### config.mk
export PLATFORM = sky130hd
export DESIGN_NAME = tqvp_prism_in_capture
export DESIGN_NICKNAME = d
export VERILOG_FILES = /design/src/rtl/tqvp_prism_in_pkg.sv /design/src/rtl/tqvp_prism_in_filter.sv /design/src/rtl/tqvp_prism_in_capture.sv
export SDC_FILE = /design/constraint.sdc
export NUM_CORES = 1
export LEC_CHECK = 0
export ABC_AREA = 1
export CAP_MARGIN = 20
export CORE_MARGIN = 5
export CORE_UTILIZATION = 60
export CTS_CLUSTER_DIAMETER = 60
export DETAILED_ROUTE_END_ITERATION = 12
export DONT_BUFFER_PORTS = 1
export PLACE_DENSITY = 0.76
export SYNTH_ARGS = -nofsm -noshare
export SYNTH_HDL_FRONTEND = slang
export SYNTH_HIERARCHICAL = 1
export SYNTH_SLANG_ARGS = --single-unit
### constraint.sdc
create_clock -name clk -period 3.33 [get_ports clk]
set_input_delay 0.666 -clock clk [delete_from_list [all_inputs] [get_ports clk]]
set_output_delay 0.666 -clock clk [all_outputs]
set_load 0.03 [all_outputs]
### src/rtl/tqvp_prism_in_pkg.sv
// rtl/tqvp_prism_in_pkg.sv - shared offsets, field positions and FIFO entry type for the input capture stage
package tqvp_prism_in_pkg;

  localparam logic [5:0] ADDR_CTRL   = 6'h00;
  localparam logic [5:0] ADDR_STATUS = 6'h04;
  localparam logic [5:0] ADDR_EVENT  = 6'h08;
  localparam logic [5:0] ADDR_TS     = 6'h0C;

  localparam int FIFO_DEPTH_DEF = 4;
  localparam int TS_W_DEF       = 16;
  localparam int FILT_LEN_W     = 4;
  localparam int N_IN           = 7;

  localparam int CTRL_FILT_LSB   = 0;
  localparam int CTRL_PRESC_LSB  = 4;
  localparam int CTRL_RISE_LSB   = 8;
  localparam int CTRL_FALL_LSB   = 16;
  localparam int CTRL_IRQ_EN_BIT = 31;

  localparam int STAT_COUNT_LSB = 0;
  localparam int STAT_COUNT_W   = 3;
  localparam int STAT_OVF_BIT   = 3;
  localparam int STAT_RISE_LSB  = 8;
  localparam int STAT_FALL_LSB  = 16;

  localparam int EV_TS_LSB    = 0;
  localparam int EV_IDX_LSB   = 16;
  localparam int EV_LEVEL_BIT = 20;
  localparam int EV_VALID_BIT = 31;

  typedef struct packed {
    logic                level;
    logic [2:0]          idx;
    logic [TS_W_DEF-1:0] ts;
  } fifo_entry_t;

endpackage

### src/rtl/tqvp_prism_in_filter.sv
// rtl/tqvp_prism_in_filter.sv - one-bit glitch filter with programmable stability length
module tqvp_prism_in_filter
  import tqvp_prism_in_pkg::*;
(
  input  logic                  clk,
  input  logic                  rst_n,
  input  logic                  raw,
  input  logic                  clr,
  input  logic [FILT_LEN_W-1:0] filt_len,
  output logic                  filt,
  output logic                  fire
);

  logic [FILT_LEN_W-1:0] cnt;

  // fire marks the clock edge on which filt takes the raw value
  assign fire = (raw != filt) && (cnt == filt_len);

  always_ff @(posedge clk or negedge rst_n) begin
    if (!rst_n) begin
      cnt  <= '0;
      filt <= 1'b0;
    end else if (fire) begin
      filt <= raw;
      cnt  <= '0;
    end else if (clr || raw == filt) begin
      cnt <= '0;
    end else begin
      cnt <= cnt + FILT_LEN_W'(1);
    end
  end

endmodule

### src/rtl/tqvp_prism_in_capture.sv
// rtl/tqvp_prism_in_capture.sv - filtered PMOD inputs with sticky edge flags and a timestamped event FIFO
module tqvp_prism_in_capture
  import tqvp_prism_in_pkg::*;
#(
  parameter int FIFO_DEPTH = FIFO_DEPTH_DEF,
  parameter int TS_W       = TS_W_DEF
) (
  input  logic            clk,
  input  logic            rst_n,
  input  logic [6:0]      ui_in,
  input  logic [5:0]      address,
  input  logic [31:0]     data_in,
  input  logic [1:0]      data_write_n,
  input  logic [1:0]      data_read_n,
  output logic [31:0]     data_out,
  output logic            data_ready,
  output logic [6:0]      filt_out,
  output logic            irq
);

  localparam int PW = $clog2(FIFO_DEPTH);
  localparam int CW = PW + 1;

  logic [FILT_LEN_W-1:0] filt_len, presc, presc_cnt;
  logic [N_IN-1:0]       rise_en, fall_en, rise_flag, fall_flag;
  logic                  irq_en, ovf;
  logic [TS_W-1:0]       ts;
  fifo_entry_t           mem [FIFO_DEPTH];
  fifo_entry_t           head, new_entry;
  logic [PW-1:0]         wptr, rptr;
  logic [CW-1:0]         count;

  logic            wr_ctrl, wr_status, pop, push_req, push_ok, extra, full;
  logic [N_IN-1:0] fire, rise_ev, fall_ev, req;
  logic [2:0]      push_idx;
  logic            unused_data;

  assign wr_ctrl   = (data_write_n == 2'b10) && (address == ADDR_CTRL);
  assign wr_status = (data_write_n == 2'b10) && (address == ADDR_STATUS);
  assign full      = (count == CW'(FIFO_DEPTH));
  assign pop       = (data_read_n == 2'b10) && (address == ADDR_EVENT) && (count != '0);

  for (genvar i = 0; i < N_IN; i++) begin : g_filt
    tqvp_prism_in_filter u_filt (
      .clk      (clk),
      .rst_n    (rst_n),
      .raw      (ui_in[i]),
      .clr      (wr_ctrl),
      .filt_len (filt_len),
      .filt     (filt_out[i]),
      .fire     (fire[i])
    );
  end

  assign rise_ev = fire & ui_in;
  assign fall_ev = fire & ~ui_in;
  assign req     = (rise_ev & rise_en) | (fall_ev & fall_en);

  // Lowest enabled index wins the single push slot; the rest count as lost
  always_comb begin
    push_req = 1'b0;
    push_idx = '0;
    extra    = 1'b0;
    for (int i = 0; i < N_IN; i++) begin
      if (req[i]) begin
        if (push_req) begin
          extra = 1'b1;
        end else begin
          push_req = 1'b1;
          push_idx = 3'(i);
        end
      end
    end
  end

  // A pop frees the slot the same edge, so a push into a full FIFO still fits
  assign push_ok         = push_req && (!full || pop);
  assign new_entry.level = ui_in[push_idx];
  assign new_entry.idx   = push_idx;
  assign new_entry.ts    = TS_W_DEF'(ts);
  assign head            = mem[rptr];

  always_ff @(posedge clk or negedge rst_n) begin
    if (!rst_n) begin
      filt_len <= '0;
      presc    <= '0;
      rise_en  <= '0;
      fall_en  <= '0;
      irq_en   <= 1'b0;
    end else if (wr_ctrl) begin
      filt_len <= data_in[CTRL_FILT_LSB +: FILT_LEN_W];
      presc    <= data_in[CTRL_PRESC_LSB +: FILT_LEN_W];
      rise_en  <= data_in[CTRL_RISE_LSB +: N_IN];
      fall_en  <= data_in[CTRL_FALL_LSB +: N_IN];
      irq_en   <= data_in[CTRL_IRQ_EN_BIT];
    end
  end

  always_ff @(posedge clk or negedge rst_n) begin
    if (!rst_n) begin
      ovf       <= 1'b0;
      rise_flag <= '0;
      fall_flag <= '0;
    end else begin
      ovf       <= (ovf & ~(wr_status & data_in[STAT_OVF_BIT])) | extra | (push_req & ~push_ok);
      rise_flag <= (rise_flag & ~(wr_status ? data_in[STAT_RISE_LSB +: N_IN] : '0)) | rise_ev;
      fall_flag <= (fall_flag & ~(wr_status ? data_in[STAT_FALL_LSB +: N_IN] : '0)) | fall_ev;
    end
  end

  always_ff @(posedge clk or negedge rst_n) begin
    if (!rst_n) begin
      presc_cnt <= '0;
      ts        <= '0;
    end else if (presc_cnt >= presc) begin
      presc_cnt <= '0;
      ts        <= ts + TS_W'(1);
    end else begin
      presc_cnt <= presc_cnt + FILT_LEN_W'(1);
    end
  end

  always_ff @(posedge clk or negedge rst_n) begin
    if (!rst_n) begin
      wptr  <= '0;
      rptr  <= '0;
      count <= '0;
      for (int i = 0; i < FIFO_DEPTH; i++) mem[i] <= '0;
    end else begin
      if (push_ok) begin
        mem[wptr] <= new_entry;
        wptr      <= wptr + PW'(1);
      end
      if (pop) rptr <= rptr + PW'(1);
      count <= count + CW'(push_ok) - CW'(pop);
    end
  end

  always_comb begin
    data_out = '0;
    case (address)
      ADDR_CTRL: begin
        data_out[CTRL_FILT_LSB +: FILT_LEN_W]  = filt_len;
        data_out[CTRL_PRESC_LSB +: FILT_LEN_W] = presc;
        data_out[CTRL_RISE_LSB +: N_IN]        = rise_en;
        data_out[CTRL_FALL_LSB +: N_IN]        = fall_en;
        data_out[CTRL_IRQ_EN_BIT]              = irq_en;
      end
      ADDR_STATUS: begin
        data_out[STAT_COUNT_LSB +: STAT_COUNT_W] = STAT_COUNT_W'(count);
        data_out[STAT_OVF_BIT]                   = ovf;
        data_out[STAT_RISE_LSB +: N_IN]          = rise_flag;
        data_out[STAT_FALL_LSB +: N_IN]          = fall_flag;
      end
      ADDR_EVENT: begin
        if (count != '0) begin
          data_out[EV_VALID_BIT]             = 1'b1;
          data_out[EV_LEVEL_BIT]             = head.level;
          data_out[EV_IDX_LSB +: 3]          = head.idx;
          data_out[EV_TS_LSB +: TS_W_DEF]    = head.ts;
        end
      end
      ADDR_TS: data_out = 32'(ts);
      default: data_out = '0;
    endcase
  end

  assign irq         = irq_en & ((count != '0) | ovf);
  assign data_ready  = 1'b1;
  assign unused_data = ^{data_in[30:23], data_in[15]};

endmodule

==> out/metrics.cfg <==
[route]
vias=8008
post-route-drc-count=0
viasPerCell=5.534
dr.pass1.iters=5
wl_um=22970
drt_iter0_markers=730
wl_per_cell_um=15.88
ant_nets=0

[yosys]
synth_top_area_share_pct=46.95
ys_ff_latch=180
synthFlopType=dfrtp_1
synthCells=1209
yosysMostFrequentCell=nand2_1
syn_avg_cell_area_um2=7.936
synth_edf_count=0
netlist_top_cells_count=nand2_1, dfrtp_1, o21ai_0
synth_cell_types=41
netlist.top_cell.by_area=dfrtp_1
synthTopCellsByArea=dfrtp_1, nand2_1, o21ai_0, inv_1, nor2_1
async_flop_share_pct=100.0
synth-warning-count=6
seq_area_frac_synth_pct=46.95
synth_area_um2=9594

[clock_tree]
cts.sinks=180
cts_tree=built
clockBufferDepth=2
clk_latency_ns=0.44
htree_levels=4
root_buffer=clkbuf_16
clkTransAtPathRegs_ns=0.06
numCtsBuffers=17
postCtsSetupRepairBufs=0

[global_route]
grt_usage_pct=26.22
grt_max_degree=181
grt-ovfl-total=0
antenna_found_initial=0
grt_pass1_vias=7679
grt_pass1_wl_um=38120

[setup_path]
cp.required_ns=2.66
worstPathMaxFanout=24
arrival_ns=2.38
crit_path_cell_trace=inv_1, buf_4, o21ai_0, o22ai_1, nand2_1, o2111ai_1, buf_4
critical_path_class=reg -> out
start_kind=flip-flop
endpoint_kind=primary output
cpMostUsedCell=buf_4
worst_path_largest_cell_delay_ns=0.67
critPathTopFamily=flip-flops
critPathBufInv=3
slowest_stage=dfrtp_1

[timing]
hold-worst-slack_ns=-0.08142
drv_slew=0
fmax_mhz=328.1
skew_ns=0.01243
worst_pin_slew_ns=0.7225
relSlewSlack_pct=51.78
setup_tns_ns=0
hold_viol=180
rsz0062_at_grt=no
period_share_pct=91.52
min_period_ns=3.048
setup_viol=0

[floorplan]
io_pins=92
die_height_um=136.5
fp.dieW_um=136.5
dieArea_um2=18620
start_util_pct=60.84
num_rows=46
core_area_um2=15770

[power]
clkPwrFrac_pct=28.9
p_sw_uw=2633
pwr-share-seq_pct=43.0
p_sw_share_pct=37.04
power_frac_comb_pct=28.1
leakage_uw=0.005030
power_density_nw_per_um2=682.4
p_int_uw=4475
p_total_uw=7109
max-vdd-ir-drop_mv=0.4554

[place]
hpwlAfterDp_um=15270
port_buffers=0
globalplace.congestion=0.9093
dp.cells=1415

[run_status]
violations=hold timing
status=finished, violations left

[cells_and_area]
n_antenna_cell=0
nNetsFinal=1288
drive_gt1_share_pct=9.992
layoutNonFillerInstCount=1447
area_delta_synth_final_pct=8.581

[flow_run]
cap_violations=0

[worst_hold_path]
holdCritPathClass=in -> async

-- cells by family (layout without fill, tap and decap cells) --
group,count (synthesis),count (layout),synth area share (%)
simple gates,549,549,25.18
compound gates,228,228,13.07
buf+inv,203,218,9.611
flops,180,180,46.95
xor+xnor,28,28,2.556
fa+ha+maj,19,19,2.556
other cells,2,9,0.07828
-- final timing paths --
| check | start | to | slack, ns | cells past startpoint |
|---|---|---|---|---|
| min in group clk | ui_in[3] | fall_flag[3] | 0.30 | 1 |
| worst max-delay path | rptr[0] | data_out[1] | 0.28 | 7 |
| worst min-delay path | rst_n | g_filt[5].u_filt/cnt[2] | -0.08 | 0 |
| max in group asynchronous | rst_n | filt_len[0] | 3.10 | 0 |
| worst min register to register | mem[43] | mem[43] | 0.48 | 2 |
| worst max register to register | filt_len[0] | count[2] | 0.37 | 20 |
-- sequential cells by signal, indices dropped and copies added, names as in the netlist --
| signal | flops |
|---|---|
| count | 3 |
| fall_en | 7 |
| fall_flag | 7 |
| filt_len | 4 |
| g_filt.u_filt/cnt | 28 |
| g_filt.u_filt/filt | 7 |
| irq_en | 1 |
| mem | 80 |
| ovf | 1 |
| presc | 4 |
| presc_cnt | 4 |
| rise_en | 7 |
| rise_flag | 7 |
| rptr | 2 |
| ts | 16 |
| wptr | 2 |
-- cell usage in the layout, fill, tap and decap left out, types with 19 or more instances in the layout --
cell type / synthesis / routed
nand3_1: 49 / 49
nand2_1: 330 / 330
dfrtp_1: 180 / 176
buf_4: 9 / 31
xor2_1: 25 / 25
inv_1: 134 / 134
inv_2: 19 / 19
o21ai_0: 153 / 153
nor2_1: 95 / 95
nand4_1: 20 / 20
-- power by group through the flow --
stage | combinational, µW | sequential, µW | clock [µW]
2_1_floorplan | 1660 | 2970 | 0
3_5_place_dp | 1960 | 3090 | 0
5_1_grt | 2290 | 3120 | 2180
4_1_cts | 1990 | 3050 | 2080
3_3_place_gp | 1910 | 3060 | 0
6_report | 2000 | 3060 | 2050
-- per-layer routing --
metal | track usage, % | vias to the layer above | wire (µm)
li1 | - | 3885 | -
met1 | 35.37 | 3849 | 10170
met2 | 41.94 | 224 | 11020
met3 | 5.440 | 50 | 1199
met4 | 9.910 | 0 | 584
met5 | 0 | - | 0
-- final cells by class --
type / count / area [µm²]
clock inverters: 11 / 148.9
clock buffers: 21 / 450.4
fillers: 1384 / 5353
repair buffers: 32 / 252.7
multi-input cells: 833 / 4203
well taps: 216 / 270.3
flip-flops and latches: 180 / 4509
inverters: 154 / 583.1
-- what timing repair did --
item                                    in CTS  in global routing
gates resized for setup                      0                  4
hold endpoints to repair                   180                180
endpoints found under the setup margin       0                  2
-- metrics by stage --
step | util [%] | cell area (µm²) | worst slack (ns) | hold slack, ns
after floorplan | - | 9620 | 0.5714 | 0.3704
after global placement | 62.23 | 9813 | 0.2939 | 0.3745
after detailed placement | 62.23 | 9813 | 0.1739 | 0.3741
after CTS | 66.03 | 10410 | 0.1782 | -0.09506
after global routing | 66.06 | 10420 | 0.04494 | -0.1072
final | 66.06 | 10420 | 0.2823 | -0.08142
Note: power is estimated with default switching activity, not from simulation.
